$ cat config.mk
export PLATFORM = sky130hd
export DESIGN_NAME = biriscv_inst_encoder
export DESIGN_NICKNAME = d
export VERILOG_FILES = /design/src/rtl/biriscv_enc_pkg.sv /design/src/rtl/biriscv_enc_fifo.sv /design/src/rtl/biriscv_inst_encoder.sv
export SDC_FILE = /design/constraint.sdc
export NUM_CORES = 1
export LEC_CHECK = 0
export BUFFER_PORTS_ARGS = -buffer_cell sky130_fd_sc_hd__buf_4
export CAP_MARGIN = 10
export CORE_MARGIN = 1
export CORE_UTILIZATION = 58
export CTS_CLUSTER_SIZE = 24
export DETAILED_ROUTE_END_ITERATION = 12
export PLACE_DENSITY = 0.81
export SYNTH_ARGS = -nofsm -noshare
export SYNTH_HDL_FRONTEND = slang
export SYNTH_HIERARCHICAL = 1
export SYNTH_SLANG_ARGS = --single-unit
$ cat constraint.sdc
create_clock -name clk_i -period 3.54 [get_ports clk_i]
set_clock_uncertainty 0.1 [all_clocks]
set_input_delay 0.708 -clock clk_i [delete_from_list [all_inputs] [get_ports clk_i]]
set_output_delay 0.708 -clock clk_i [all_outputs]
set_load 0.01 [all_outputs]
$ cat src/rtl/biriscv_enc_pkg.sv
// Op select enum, encoding format classes and RV32IM field constants shared by
// the instruction encoder and anything that builds requests for it.
package biriscv_enc_pkg;

  typedef enum logic [5:0] {
    OP_ADD, OP_SUB, OP_SLL, OP_SLT, OP_SLTU, OP_XOR, OP_SRL, OP_SRA, OP_OR, OP_AND,
    OP_MUL, OP_MULH, OP_MULHSU, OP_MULHU, OP_DIV, OP_DIVU, OP_REM, OP_REMU,
    OP_ADDI, OP_SLTI, OP_SLTIU, OP_XORI, OP_ORI, OP_ANDI, OP_JALR,
    OP_LB, OP_LH, OP_LW, OP_LBU, OP_LHU,
    OP_SLLI, OP_SRLI, OP_SRAI,
    OP_SB, OP_SH, OP_SW,
    OP_BEQ, OP_BNE, OP_BLT, OP_BGE, OP_BLTU, OP_BGEU,
    OP_LUI, OP_AUIPC, OP_JAL,
    OP_CSRRW, OP_CSRRS, OP_CSRRC, OP_CSRRWI, OP_CSRRSI, OP_CSRRCI,
    OP_ECALL, OP_EBREAK, OP_WFI, OP_FENCE
  } op_e;

  typedef enum logic [3:0] {
    FMT_BAD, FMT_R, FMT_I, FMT_SH, FMT_S, FMT_B, FMT_U, FMT_J, FMT_CSR, FMT_SYS
  } fmt_e;

  localparam logic [6:0] OPC_OP_IMM = 7'h13, OPC_OP     = 7'h33, OPC_LOAD   = 7'h03;
  localparam logic [6:0] OPC_STORE  = 7'h23, OPC_BRANCH = 7'h63, OPC_LUI    = 7'h37;
  localparam logic [6:0] OPC_AUIPC  = 7'h17, OPC_JAL    = 7'h6F, OPC_JALR   = 7'h67;
  localparam logic [6:0] OPC_SYSTEM = 7'h73, OPC_MISC_MEM = 7'h0F;

  localparam logic [6:0] F7_BASE = 7'h00, F7_ALT = 7'h20, F7_MULDIV = 7'h01;

  localparam logic [2:0] F3_ADD = 3'd0, F3_SLL = 3'd1, F3_SLT = 3'd2, F3_SLTU = 3'd3;
  localparam logic [2:0] F3_XOR = 3'd4, F3_SR  = 3'd5, F3_OR  = 3'd6, F3_AND  = 3'd7;
  localparam logic [2:0] F3_BEQ = 3'd0, F3_BNE = 3'd1, F3_BLT = 3'd4, F3_BGE  = 3'd5;
  localparam logic [2:0] F3_BLTU = 3'd6, F3_BGEU = 3'd7;
  localparam logic [2:0] F3_LSB = 3'd0, F3_LSH = 3'd1, F3_LSW = 3'd2, F3_LBU = 3'd4, F3_LHU = 3'd5;
  localparam logic [2:0] F3_CSRRW = 3'd1, F3_CSRRS = 3'd2, F3_CSRRC = 3'd3;
  localparam logic [2:0] F3_CSRRWI = 3'd5, F3_CSRRSI = 3'd6, F3_CSRRCI = 3'd7;

  localparam logic [31:0] INST_ECALL  = 32'h0000_0073;
  localparam logic [31:0] INST_EBREAK = 32'h0010_0073;
  localparam logic [31:0] INST_WFI    = 32'h1050_0073;
  localparam logic [31:0] INST_FENCE  = 32'h0000_000F;

endpackage

$ cat src/rtl/biriscv_enc_fifo.sv
// Generic synchronous FIFO with occupancy count, flush and sync active-low reset.
// Head data reads zero whenever the FIFO is empty.
module biriscv_enc_fifo #(
  parameter int DEPTH = 4,
  parameter int WIDTH = 33
) (
  input  logic                     clk_i,
  input  logic                     rst_i,
  input  logic                     flush_i,
  input  logic                     push_i,
  input  logic [WIDTH-1:0]         data_i,
  input  logic                     pop_i,
  output logic [WIDTH-1:0]         data_o,
  output logic                     valid_o,
  output logic [$clog2(DEPTH):0]   count_o
);
  localparam int AW = $clog2(DEPTH);

  logic [WIDTH-1:0] mem_q [DEPTH];
  logic [AW-1:0]    wr_ptr_q, rd_ptr_q;
  logic [AW:0]      count_q;
  logic             do_push, do_pop;

  assign do_push = push_i & (count_q < (AW+1)'(DEPTH));
  assign do_pop  = pop_i & valid_o;

  always_ff @(posedge clk_i) begin
    if (!rst_i || flush_i) begin
      wr_ptr_q <= '0;
      rd_ptr_q <= '0;
      count_q  <= '0;
    end else begin
      if (do_push) begin
        mem_q[wr_ptr_q] <= data_i;
        wr_ptr_q        <= wr_ptr_q + AW'(1);
      end
      if (do_pop) rd_ptr_q <= rd_ptr_q + AW'(1);
      count_q <= count_q + {{AW{1'b0}}, do_push} - {{AW{1'b0}}, do_pop};
    end
  end

  assign valid_o = |count_q;
  assign data_o  = valid_o ? mem_q[rd_ptr_q] : '0;
  assign count_o = count_q;

endmodule

$ cat src/rtl/biriscv_inst_encoder.sv
// Field-level request -> RV32IM opcode word encoder feeding a small output FIFO.
// Unencodable requests are queued as all-zero words tagged with an error bit.
module biriscv_inst_encoder
  import biriscv_enc_pkg::*;
#(
  parameter int DEPTH         = 4,
  parameter int ENABLE_MULDIV = 1
) (
  input  logic        clk_i,
  input  logic        rst_i,
  input  logic        flush_i,
  input  logic        req_valid_i,
  output logic        req_accept_o,
  input  logic [5:0]  req_op_i,
  input  logic [4:0]  req_rd_i,
  input  logic [4:0]  req_rs1_i,
  input  logic [4:0]  req_rs2_i,
  input  logic [31:0] req_imm_i,
  output logic        opcode_valid_o,
  output logic [31:0] opcode_o,
  output logic        opcode_error_o,
  input  logic        opcode_accept_i,
  output logic [15:0] encoded_count_o,
  output logic [7:0]  error_count_o
);
  localparam int   CW     = $clog2(DEPTH) + 1;
  localparam fmt_e MD_FMT = (ENABLE_MULDIV != 0) ? FMT_R : FMT_BAD;

  fmt_e        fmt;
  logic [6:0]  opc, f7;
  logic [2:0]  f3;
  logic [31:0] sys_word, word;
  logic        enc_err;
  logic        fits_i, fits_b, fits_j;
  logic [4:0]  rd, rs1, rs2;
  logic [31:0] imm;
  logic [CW-1:0] fifo_count;
  logic [32:0] fifo_data;
  logic        push, pop;
  logic [15:0] encoded_count_q;
  logic [7:0]  error_count_q;

  assign rd  = req_rd_i;
  assign rs1 = req_rs1_i;
  assign rs2 = req_rs2_i;
  assign imm = req_imm_i;

  // Range checks: upper bits must be a pure sign extension of the encodable field.
  assign fits_i = (&imm[31:11]) | ~(|imm[31:11]);
  assign fits_b = ((&imm[31:12]) | ~(|imm[31:12])) & ~imm[0];
  assign fits_j = ((&imm[31:20]) | ~(|imm[31:20])) & ~imm[0];

  always_comb begin
    fmt = FMT_BAD; opc = OPC_OP_IMM; f3 = 3'd0; f7 = F7_BASE; sys_word = '0;
    case (req_op_i)
      OP_ADD:    begin fmt = FMT_R; f3 = F3_ADD; end
      OP_SUB:    begin fmt = FMT_R; f3 = F3_ADD; f7 = F7_ALT; end
      OP_SLL:    begin fmt = FMT_R; f3 = F3_SLL; end
      OP_SLT:    begin fmt = FMT_R; f3 = F3_SLT; end
      OP_SLTU:   begin fmt = FMT_R; f3 = F3_SLTU; end
      OP_XOR:    begin fmt = FMT_R; f3 = F3_XOR; end
      OP_SRL:    begin fmt = FMT_R; f3 = F3_SR; end
      OP_SRA:    begin fmt = FMT_R; f3 = F3_SR; f7 = F7_ALT; end
      OP_OR:     begin fmt = FMT_R; f3 = F3_OR; end
      OP_AND:    begin fmt = FMT_R; f3 = F3_AND; end
      OP_MUL:    begin fmt = MD_FMT; f3 = 3'd0; f7 = F7_MULDIV; end
      OP_MULH:   begin fmt = MD_FMT; f3 = 3'd1; f7 = F7_MULDIV; end
      OP_MULHSU: begin fmt = MD_FMT; f3 = 3'd2; f7 = F7_MULDIV; end
      OP_MULHU:  begin fmt = MD_FMT; f3 = 3'd3; f7 = F7_MULDIV; end
      OP_DIV:    begin fmt = MD_FMT; f3 = 3'd4; f7 = F7_MULDIV; end
      OP_DIVU:   begin fmt = MD_FMT; f3 = 3'd5; f7 = F7_MULDIV; end
      OP_REM:    begin fmt = MD_FMT; f3 = 3'd6; f7 = F7_MULDIV; end
      OP_REMU:   begin fmt = MD_FMT; f3 = 3'd7; f7 = F7_MULDIV; end
      OP_ADDI:   begin fmt = FMT_I; f3 = F3_ADD; end
      OP_SLTI:   begin fmt = FMT_I; f3 = F3_SLT; end
      OP_SLTIU:  begin fmt = FMT_I; f3 = F3_SLTU; end
      OP_XORI:   begin fmt = FMT_I; f3 = F3_XOR; end
      OP_ORI:    begin fmt = FMT_I; f3 = F3_OR; end
      OP_ANDI:   begin fmt = FMT_I; f3 = F3_AND; end
      OP_JALR:   begin fmt = FMT_I; f3 = 3'd0; opc = OPC_JALR; end
      OP_LB:     begin fmt = FMT_I; f3 = F3_LSB; opc = OPC_LOAD; end
      OP_LH:     begin fmt = FMT_I; f3 = F3_LSH; opc = OPC_LOAD; end
      OP_LW:     begin fmt = FMT_I; f3 = F3_LSW; opc = OPC_LOAD; end
      OP_LBU:    begin fmt = FMT_I; f3 = F3_LBU; opc = OPC_LOAD; end
      OP_LHU:    begin fmt = FMT_I; f3 = F3_LHU; opc = OPC_LOAD; end
      OP_SLLI:   begin fmt = FMT_SH; f3 = F3_SLL; end
      OP_SRLI:   begin fmt = FMT_SH; f3 = F3_SR; end
      OP_SRAI:   begin fmt = FMT_SH; f3 = F3_SR; f7 = F7_ALT; end
      OP_SB:     begin fmt = FMT_S; f3 = F3_LSB; end
      OP_SH:     begin fmt = FMT_S; f3 = F3_LSH; end
      OP_SW:     begin fmt = FMT_S; f3 = F3_LSW; end
      OP_BEQ:    begin fmt = FMT_B; f3 = F3_BEQ; end
      OP_BNE:    begin fmt = FMT_B; f3 = F3_BNE; end
      OP_BLT:    begin fmt = FMT_B; f3 = F3_BLT; end
      OP_BGE:    begin fmt = FMT_B; f3 = F3_BGE; end
      OP_BLTU:   begin fmt = FMT_B; f3 = F3_BLTU; end
      OP_BGEU:   begin fmt = FMT_B; f3 = F3_BGEU; end
      OP_LUI:    begin fmt = FMT_U; opc = OPC_LUI; end
      OP_AUIPC:  begin fmt = FMT_U; opc = OPC_AUIPC; end
      OP_JAL:    fmt = FMT_J;
      OP_CSRRW:  begin fmt = FMT_CSR; f3 = F3_CSRRW; end
      OP_CSRRS:  begin fmt = FMT_CSR; f3 = F3_CSRRS; end
      OP_CSRRC:  begin fmt = FMT_CSR; f3 = F3_CSRRC; end
      OP_CSRRWI: begin fmt = FMT_CSR; f3 = F3_CSRRWI; end
      OP_CSRRSI: begin fmt = FMT_CSR; f3 = F3_CSRRSI; end
      OP_CSRRCI: begin fmt = FMT_CSR; f3 = F3_CSRRCI; end
      OP_ECALL:  begin fmt = FMT_SYS; sys_word = INST_ECALL; end
      OP_EBREAK: begin fmt = FMT_SYS; sys_word = INST_EBREAK; end
      OP_WFI:    begin fmt = FMT_SYS; sys_word = INST_WFI; end
      OP_FENCE:  begin fmt = FMT_SYS; sys_word = INST_FENCE; end
      default:   fmt = FMT_BAD;
    endcase
  end

  always_comb begin
    enc_err = 1'b0;
    word    = '0;
    case (fmt)
      FMT_R:   word = {f7, rs2, rs1, f3, rd, OPC_OP};
      FMT_I:   begin enc_err = ~fits_i; word = {imm[11:0], rs1, f3, rd, opc}; end
      FMT_SH:  begin enc_err = |imm[31:5]; word = {f7, imm[4:0], rs1, f3, rd, OPC_OP_IMM}; end
      FMT_S:   begin enc_err = ~fits_i; word = {imm[11:5], rs2, rs1, f3, imm[4:0], OPC_STORE}; end
      FMT_B:   begin
        enc_err = ~fits_b;
        word = {imm[12], imm[10:5], rs2, rs1, f3, imm[4:1], imm[11], OPC_BRANCH};
      end
      FMT_U:   begin enc_err = |imm[11:0]; word = {imm[31:12], rd, opc}; end
      FMT_J:   begin
        enc_err = ~fits_j;
        word = {imm[20], imm[10:1], imm[11], imm[19:12], rd, OPC_JAL};
      end
      FMT_CSR: begin enc_err = |imm[31:12]; word = {imm[11:0], rs1, f3, rd, OPC_SYSTEM}; end
      FMT_SYS: word = sys_word;
      default: enc_err = 1'b1;
    endcase
    if (enc_err) word = '0;
  end

  // No full-FIFO bypass: a same-cycle pop does not free a slot for the push.
  assign req_accept_o = rst_i & ~flush_i & (fifo_count < CW'(DEPTH));
  assign push         = req_valid_i & req_accept_o;
  assign pop          = opcode_valid_o & opcode_accept_i;

  biriscv_enc_fifo #(.DEPTH(DEPTH), .WIDTH(33)) u_fifo (
    .clk_i   (clk_i),
    .rst_i   (rst_i),
    .flush_i (flush_i),
    .push_i  (push),
    .data_i  ({enc_err, word}),
    .pop_i   (pop),
    .data_o  (fifo_data),
    .valid_o (opcode_valid_o),
    .count_o (fifo_count)
  );

  assign opcode_o       = fifo_data[31:0];
  assign opcode_error_o = fifo_data[32];

  always_ff @(posedge clk_i) begin
    if (!rst_i) begin
      encoded_count_q <= '0;
      error_count_q   <= '0;
    end else begin
      if (pop && !flush_i) encoded_count_q <= encoded_count_q + 16'd1;
      if (push && enc_err && error_count_q != 8'hFF) error_count_q <= error_count_q + 8'd1;
    end
  end

  assign encoded_count_o = encoded_count_q;
  assign error_count_o   = error_count_q;

endmodule

# Word-level counts from Yosys, hierarchy flattened
# Memories as Yosys holds them, arrays and structs flattened. A register that Yosys moved wholly into a read port is not among the register bits.
# Index checks and enable logic that the tools add are counted.
word_totals:
  reg_bits: 31
  mem_bits_rw: 132
  input_bits: 58
  out_inout_bits: 59
  wordCells: 146
  mem_count: 1
mem_list:
  columns: ["memory", "depth", "word_bits", "rd", "rd_ports_with_merged_regs", "write_ports", "line_no", "text"]
  rows:
  - ["u_fifo.mem_q", 4, 33, 1, 1, 1, "biriscv_enc_fifo.sv:19", "logic [WIDTH-1:0] mem_q [DEPTH];"]
op_classes:
  addsub: 6
  magnitude_cmp: 1
  n_eq_ne: 64
  mux: 14
  n_bitwise: 19
  n_reduce_logical: 36
ops:
  columns: ["op", "n"]
  rows:
  - ["$pmux W32 S9", 1]
  - ["$eq A6 B6 Y1 const B", 23]
  - ["$pmux W29 S4", 1]
  - ["$eq A6 B5 Y1 const B", 16]
  - ["$eq A6 B4 Y1 const B", 8]
  - ["$pmux W4 S9", 1]
  - ["$reduce_or A12 Y1", 3]
  - ["$mux W33", 1]
  - ["$mux W32", 1]
  - ["$pmux W7 S4", 1]
  - ["$reduce_or A27 Y1", 1]
  - ["$eq A6 B3 Y1 const B", 4]
  - ["$pmux W3 S7", 1]
  - ["$reduce_and A21 Y1", 1]
  - ["$reduce_or A21 Y1", 1]
  - ["$reduce_and A20 Y1", 1]
  - ["$reduce_or A20 Y1", 1]
  - ["$reduce_or A5 Y1", 4]
  - ["$reduce_or A18 Y1", 1]
  - ["$reduce_or A6 Y1", 3]
  - ["$add A16 B1 Y16 const B", 1]
  - ["$eq A4 B3 Y1 const B", 4]
  - ["$reduce_or A8 Y1", 2]
  - ["$eq A6 B2 Y1 const B", 2]
  - ["other kinds (26)", 57]

# Longest topological paths before layout
# Gate-level depths: netlist of run 1.
depth:
  ltp_word: 8
  depth_mapped: 14
  depth_no_buf: 13

# Cells and area by module
# The synthesis of run 1 kept the hierarchy.
by_module_without_submodules:
  columns: ["mod", "instances", "cells_per_inst", "area_each_um2", "seq_area_each_um2"]
  rows:
  - ["biriscv_enc_fifo", 1, 260, 5499.0, 4144.0]
  - ["biriscv_inst_encoder", 1, 372, 2546.2, 480.5]

# Worst setup path after synthesis of run 1
# OpenSTA, ideal clock, no wires.
synth_timing:
  path_kind: "input -> register"
  from: "input rst_i"
  to: "register u_fifo.count_q[2] (netlist: u_fifo/count_o[2])"
  setup_time_ps: 115
  t_arrival_ps: 3153
  t_required_ps: 3325
  path_slack_ps: 172
  path_stages: 14
  path_buffers: 1
  cell_sequence: "clkinv_1 nor3_1 nand2_1 inv_1 nor2b_1 clkbuf_1 inv_1 ha_1 inv_1 ha_1 fa_1 xnor2_1 xnor2_1 nor2_1"
synth_via:
  elab_chain_cells: 6
  word_cells_on_any_way: 8
  classes_between: "add/sub: 2; bitwise: 4; reduce/logical: 2"
synth_lines:
  columns: ["element", "line_no", "text"]
  rows:
  - ["from (decl)", "biriscv_inst_encoder.sv:10", "input logic rst_i,"]
  - ["$and A1 B1 Y1 (2 in a row)", "biriscv_inst_encoder.sv:140", "assign req_accept_o = rst_i & ~flush_i & (fifo_count < CW'(DEPTH));"]
  - ["via req_accept_o", "biriscv_inst_encoder.sv:13", "output logic req_accept_o,"]
  - ["$and A1 B1 Y1", "biriscv_inst_encoder.sv:141", "assign push = req_valid_i & req_accept_o;"]
  - ["via push", "biriscv_inst_encoder.sv:39", "logic push, pop;"]
  - ["$and A1 B1 Y1", "biriscv_enc_fifo.sv:24", "assign do_push = push_i & (count_q < (AW+1)'(DEPTH));"]
  - ["$add A3 B1 Y3", "biriscv_enc_fifo.sv:38", "count_q <= count_q + {{AW{1'b0}}, do_push} - {{AW{1'b0}}, do_pop};"]
  - ["$sub A3 B1 Y3", "biriscv_enc_fifo.sv:38", null]
  - ["to (signal assigned)", "biriscv_enc_fifo.sv:38", null]
  - ["to (decl)", "biriscv_enc_fifo.sv:21", "logic [AW:0] count_q;"]
# The timed path passes the listed nets, and every way through them passes these cells.
# A chain may end at the register's enable or synchronous reset.

# Worst setup path after layout of run 1
layout_timing:
  from: "input req_imm_i[8]"
  to: "memory u_fifo.mem_q[0][5] (data pin)"
layout_via:
  elab_chain_cells: 3
  word_cells_on_any_way: 4
  classes_between: "mux: 2; reduce/logical: 2"
layout_lines:
  columns: ["element", "line_no", "text"]
  rows:
  - ["from (decl)", "biriscv_inst_encoder.sv:18", "input logic [31:0] req_imm_i,"]
  - ["$reduce_or A27 Y1 or $reduce_or A12 Y1 (tied branches)", "biriscv_inst_encoder.sv:121, biriscv_inst_encoder.sv:127", null]
  - ["$pmux W1 S7 (*)", "biriscv_inst_encoder.sv:118", "case (fmt)"]
  - ["$mux W32 (*)", "biriscv_inst_encoder.sv:136", "if (enc_err) word = '0;"]
  - ["via word[5]", "biriscv_inst_encoder.sv:32", "logic [31:0] sys_word, word;"]
  - ["to (decl)", "biriscv_enc_fifo.sv:19", null]
# The timed path passes the listed nets; every way through them passes the cells marked *.

==> results by group, run 1 <==
Final layout
  • # diodes: 0
  • Layout cell share with drive strength beyond 1: between 20 and 30%
  • Area grow syn2layout: 20.9%
  • Final core utilization: 72.6%
  • # fillers: 889
  • Final #Nets: 818
  • Non-Filler Instances: 940

Clock network
  • CTS sink cnt: approximately 170
  • Post-CTS Setup Repair Bufs: 0
  • Clock Root Buffer: clkbuf_16
  • CTS buffer count: 17
  • Clock Pin Slew Worst Setup and Hold Paths: 60 ps
  • CTS Hold Buffers Added: 0
  • CTS tree: built
  • Post_cts resized: 0
  • Worst skew pair latency: 420 ps
  • Clock Path Buffers: 2
  • # H-tree levels: 4

Synth
  • Top cells by area, synth: edfxtp_1 (49%), mux4_2 (9.0%), dfxtp_1 (8.2%)
  • Synth top cells by count: edfxtp_1 (132), nor2_1 (55), nand2_1 (47)
  • Leading cell type by number of instances after synthesis: edfxtp_1
  • Cells after synthesis: roughly 630
  • Synthesized flop and latch total: around 170
  • Largest area contributor in the synthesized netlist: edfxtp_1
  • Seq/Total Area, Yosys: 57.5%
  • Async set or reset register ratio after synthesis: 0%
  • Mapped Area: 0.00805 mm^2
  • Syn_nets: 699
  • Dominant synthesized flop cell: edfxtp_1
  • Yosys top cell area share: 49.3%
  • Ys Warns: 6
  • EDFF count, synth: 132
  • Yosys cell types: 69
  • Syn_area_per_cell: 12.7 um^2

Worst setup path
  • Worst EP required: around 3600 ps
  • Slowest Stage Delay on Critical Path: roughly 540 ps
  • Startpoint Class: primary input
  • Worst EP arrival: slightly above 3000 ps
  • Cell Chain, Critical Path: buf_4 -> or4_4 -> nor4_4 -> a41oi_1 -> nor4_2 -> o221ai_4 -> a2111oi_4
  • CP max FO: 21
  • Slowest stage cell, crit path: or4_4
  • Setup crit end kind: register
  • Setup Crit Path Kind: in -> reg
  • Crit path max-delay family: simple AND/OR/NAND/NOR gates
  • Crit path buffers/inverters: 1

Floorplan
  • Initial Util: 60.0%
  • # IOs: 117
  • Die width: 120 um
  • Row count: 42
  • Die Height: 120 um
  • Core ar.: 0.0134 mm^2
  • Die Area: 0.0143 mm^2

Timing
  • Slew margin rel.: 52.5%
  • Tcrit/Tclk final: 83.6%
  • Setup TNS: 0 ps
  • F_max: 0.338 GHz
  • Min cycle time layout: 2960 ps
  • Final setup viols: 0
  • Final Hold Viols: 0
  • RSZ-0062 raised after global routing: no
  • Worst slew pin tran: 712 ps
  • Hold WS: 399 ps
  • Max-slew violations: 0

Worst hold path
  • Worst hold path class: reg -> reg

Global routing
  • First-pass GRT wire length: about 30000 um
  • Vias in the first global route: ~5800
  • Largest net degree at the start of global routing: 38
  • Overflow after GRT: 0
  • Total GRT Usage: 28.7%
  • Antenna violations before repair: 0

Outcome
  • Status: finished clean

Flow run
  • Max cap viols: 0

Power
  • Reg power frac: 49.3%
  • Net Sw Frac: 22.4%
  • P per Cell Area: 443 mW/mm^2
  • Total Power: ~0.0043 W
  • Internal power: 0.00335 W
  • Worst IR Drop VDD: 256 uV
  • Clock power share: 41.8%
  • Combinational share of power: 8.9%
  • Pleak: 3.60 nW
  • P_sw: 0.000967 W

Detailed routing
  • Final wirelength: 19700 um
  • Wire length per cell: 21.0 um
  • DRC: 0
  • Vias/cell: approximately 6.3
  • Routed Antenna Nets: 0
  • DRC violation total after the first TritonRoute iteration: 733
  • Vias: 5959
  • Drt pass-1 iters: 9

Placement
  • Port Buf Inserts: 116
  • Global placement routability congestion: 0.990
  • DP HPWL: 13300 um
  • Inst Count DP: 908
==> per-layer routing <==
metal	vias to the layer above	track usage (%)	part of all wire, %
met5	-	0	0
met3	56	7.03	9.5
li1	2652	-	-
met2	375	45.0	48
met1	2876	37.6	40
met4	0	13.6	2.9
==> power by group through the flow <==
stage | Combinational [W] | Clock [W] | Sequential (W)
after detailed placement | 0.000368 | 0 | 0.00217
after floorplan | 0.000207 | 0 | 0.00217
after CTS | 0.000372 | 0.00182 | 0.00213
after global routing | 0.000409 | 0.00190 | 0.00213
final | 0.000382 | 0.00180 | 0.00213
after global placement | 0.000356 | 0 | 0.00217
==> flip-flops by register name, indices dropped and copies added, names as in the netlist, named ones only <==
signal           flops
u_fifo/wr_ptr_q      2
encoded_count_o     16
u_fifo/mem_q       132
u_fifo/rd_ptr_q      2
u_fifo/count_o       3
error_count_o        8
==> through the flow <==
| stage | setup WS [ps] | area, um^2 |
|---|---|---|
| after floorplan | 172 | 8050 |
| after global placement | 311 | 9130 |
| after detailed placement | 211 | 9130 |
| after CTS | 609 | 9730 |
| after global routing | 409 | 9730 |
| final | 579 | 9730 |
==> cell usage in the layout, fill, tap and decap left out, types with 10 or more instances in the layout <==
master / count
mux4_2: 32
nor2_1: 55
a22oi_1: 13
mux2i_1: 10
a21oi_1: 29
o21ai_0: 18
nor2b_1: 36
dfxtp_1: 32
xor2_1: 11
inv_1: 16
clkbuf_16: 20
nand2b_1: 10
and3_1: 12
buf_4: 140
nand3_1: 12
edfxtp_1: 132
nand4_1: 12
nand2_1: 47
==> worst reg2reg max path, delay by kind of cell, from the launching register on <==
kind                       cells  cell delay (ps)
and+or+nand+nor                4              720
xor gates and xnor gates       2              340
buffers and inverters          3              290
adders and majority gates      3              820
DFF                            1              380
==> cell type report <==
type	count	area [um^2]	area share [%]
Multi-Input combinational cell	409	3150	32.4
Timing Repair Buffer	141	1070	11.0
Inverter	17	63.8	0.656
Sequential cell	165	4630	47.5
Clock inverter	9	56.3	0.579
Clock buffer	23	542	5.57
Tap cell	176	220	2.26
==> cells by family after synthesis <==
group,share of synthesized area (%)
AO/OA/AOI/OAI,9.69
flip-flops,57.5
multiplexers,10.5
XOR/XNOR,1.85
buffers and inverters,3.56
adder cells (fa/ha/maj),1.62
AND/OR/NAND/NOR,15.3
==> final timing paths <==
| path | start | to | slack [ps] | cells past startpoint |
|---|---|---|---|---|
| max | req_imm_i[8] | u_fifo/mem_q[0][5]$_DFFE_PP_ | 580 | 7 |
| min | encoded_count_o[15]$_SDFFE_PN0P_ | encoded_count_o[15]$_SDFFE_PN0P_ | 400 | 2 |
| max reg2reg | u_fifo/count_o[2]$_SDFF_PP0_ | u_fifo/count_o[2]$_SDFF_PP0_ | 790 | 12 |
| min reg2reg | encoded_count_o[15]$_SDFFE_PN0P_ | encoded_count_o[15]$_SDFFE_PN0P_ | 400 | 2 |
No activity file was read; power rests on OpenSTA's default activity.
==> run 2: changes to the inputs <==
Clock period 3.54 ns to 2.8 ns, I/O delays scaled along.
==> results by group, run 2 (synthesis results as in run 1) <==
Timing
  • Hold WS: 403 ps (+4.05 ps)
  • Min cycle time layout: around 2700 ps
  • Tcrit/Tclk final: 96.8%
  • Final Hold Viols: 0 (unchanged)
  • Setup TNS: 0 ps (unchanged)
  • Max-slew violations: 0 (unchanged)
  • Slew margin rel.: 52.0% (-0.49 points)
  • F_max: roughly 0.37 GHz
  • Worst slew pin tran: 713 ps (+0.759 ps)
  • Final setup viols: 0 (unchanged)
  • Final worst setup slack: 90.1 ps (-489 ps)
  • RSZ-0062 raised after global routing: no

Worst setup path
  • Reg-to-Reg Start: u_fifo/count_o[1]$_SDFF_PP0_
  • Slowest stage cell, crit path: mux4_2
  • Worst EP arrival: 2050 ps (-1000 ps)
  • Slowest Stage Delay on Critical Path: 540 ps (about the same)
  • Crit path buffers/inverters: 2 (+1)
  • R2r worst-path depth: 10 (-2)
  • Worst EP required: 2140 ps (-1490 ps)
  • Cell Chain, Critical Path: buf_12 -> mux4_2 -> nor2b_1 -> buf_4
  • CP max FO: 28 (+33%)
  • Crit path max-delay family: multiplexers
  • Worst R2R End: u_fifo/count_o[2]$_SDFF_PP0_
  • R2r setup slk: 190 ps (-600 ps)
  • Setup crit end kind: output port
  • Startpoint Class: register
  • Setup Crit Path Kind: reg -> out

Final layout
  • Seq. cell area: 0.00463 mm^2 (about the same)
  • Layout cell share with drive strength beyond 1: 32.9% (+4.3 points)
  • Area grow syn2layout: 25.9%
  • Most frequent cells in the layout: buf_4 (176), edfxtp_1 (132), nor2_1 (55)
  • # diodes: 0 (unchanged)
  • Area occupied by multi-input gates: 0.00316 mm^2 (+0.16%)
  • # fillers: 828 (-6.9%)
  • Top reg by flops: u_fifo/mem_q
  • Max reg flops: 132 (unchanged)
  • Final #Nets: 862 (+5.4%)
  • Design area: 0.0101 mm^2 (+4.1%)
  • Commonest non-fill, non-tap cell in the layout: buf_4

Clock network
  • Clock Path Buffers: 2 (unchanged)
  • CTS sink cnt: 165 (unchanged)
  • CTS tree: built
  • # H-tree levels: 4 (unchanged)
  • CTS Hold Buffers Added: 0 (unchanged)
  • CTS buffer count: 17 (unchanged)
  • Worst skew pair latency: 420 ps (about the same)
  • Clock Pin Slew Worst Setup and Hold Paths: 70 ps (about the same)
  • Clock Root Buffer: clkbuf_16

Power
  • Pleak: 3.82 nW (+6.0%)
  • P per Cell Area: 540 mW/mm^2 (+22%)
  • Worst IR Drop VDD: 374 uV (+46%)

Floorplan
  • Core ar.: 0.0134 mm^2 (unchanged)
  • Die Height: 120 um (unchanged)
  • Die width: 120 um (unchanged)
  • Row count: 42 (unchanged)
  • # IOs: 117 (unchanged)
  • Initial Util: 60.0% (unchanged)
  • Die Area: 0.0143 mm^2 (unchanged)

Placement
  • Global placement routability congestion: 1.00 (+1.2%)
  • Cell Area, Placed: 0.00957 mm^2 (+4.8%)
  • Setup WS pre-CTS: -223 ps (-434 ps)
  • DP HPWL: 14900 um (+12%)
  • Port Buf Inserts: 116 (unchanged)

Worst hold path
  • Worst hold path class: in -> reg
  • Start point of the worst min-delay path: flush_i
  • Worst Hold Path Cells: 3 (+1)
  • Hold EP: u_fifo/wr_ptr_q[1]$_SDFFE_PP0P_

Detailed routing
  • Drt pass-1 iters: 6 (-3)
  • DRC violation total after the first TritonRoute iteration: 737 (+0.55%)
  • DRC: 0 (unchanged)
  • Routed Antenna Nets: 0 (unchanged)
  • Wire length per cell: 22.3 um (+6.3%)
  • Vias: 6207 (+4.2%)
  • Vias/cell: 6.31 (-0.50%)
  • Final wirelength: 22000 um (+11%)

Global routing
  • Antenna violations before repair: 0 (unchanged)
  • First-pass GRT wire length: 34200 um (+11%)
  • Vias in the first global route: 6268 (+7.3%)
  • Total GRT Usage: 32.3% (+3.6 points)
  • Overflow after GRT: 0 (unchanged)
  • Largest net degree at the start of global routing: 38 (unchanged)

Flow run
  • Max cap viols: 0 (unchanged)

Outcome
  • Status: finished clean
[run 2: cell count changes in the layout (fill, tap and decap cells not counted), sizes merged]
cell    before  now
bufinv       0    1
clkbuf      23   18
buf        141  185
clkinv       7    9
inv         19   21
[run 2: area by class of cell]
cell class / instances / share of cell area, %
repair buffers: 185 / 14.8
well taps: 176 / 2.17
clock inverters: 14 / 1.22
inverters: 17 / 0.679
clock buffers: 18 / 4.24
multi-input cells: 409 / 31.2
flip-flops and latches: 165 / 45.7
[run 2: tightest hold or removal path: cells and delay by family]
family,cells,cell delay (ps)
simple gates,2,210
buf+inv,1,110
[run 2: how the worst max path moves through the flow]
stage          cells after the start  slack (ps)                         start                            end
2_1_floorplan                     14          40                         rst_i   u_fifo/count_o[2]$_SDFF_PP0_
3_3_place_gp                       8        -130                  req_imm_i[8]   u_fifo/mem_q[0][5]$_DFFE_PP_
3_5_place_dp                       9        -220                  req_imm_i[8]  u_fifo/mem_q[1][14]$_DFFE_PP_
4_1_cts                            4          60                      register                    opcode_o[6]
5_1_grt                           10          20  u_fifo/count_o[1]$_SDFF_PP0_   u_fifo/count_o[2]$_SDFF_PP0_
6_report                           4          90                      register                    opcode_o[6]
[run 2: power breakdown]
part	internal, W	switching (W)
logic	0.000252	0.000335
clock network	0.00123	0.000964
registers	0.00268	0.00000486
[run 2: metal layers]
layer  up-vias  global-route usage, %  share of wire [%]
met5         -                      0                  0
li1       2751                      -                  -
met4         0                   15.5                3.7
met3        64                   6.70                8.2
met1      3014                   41.5                 39
met2       378                   52.5                 49
[run 2: timing repair]
| item | CTS | global route |
|---|---|---|
| buffers inserted | 0 | 0 |
| setup endpoints to repair | 2 | 0 |
| endpoints found under the hold margin | 0 | 0 |
| gates resized for setup | 1 | 0 |
[run 2: through the flow]
step,power [W],cells,utilization [%]
CTS,0.00549,984,75.6
global route,0.00561,984,75.6
floorplan,0.00301,632,-
finish,0.00547,984,75.6
global placement,0.00330,952,71.4
detailed placement,0.00331,952,71.4
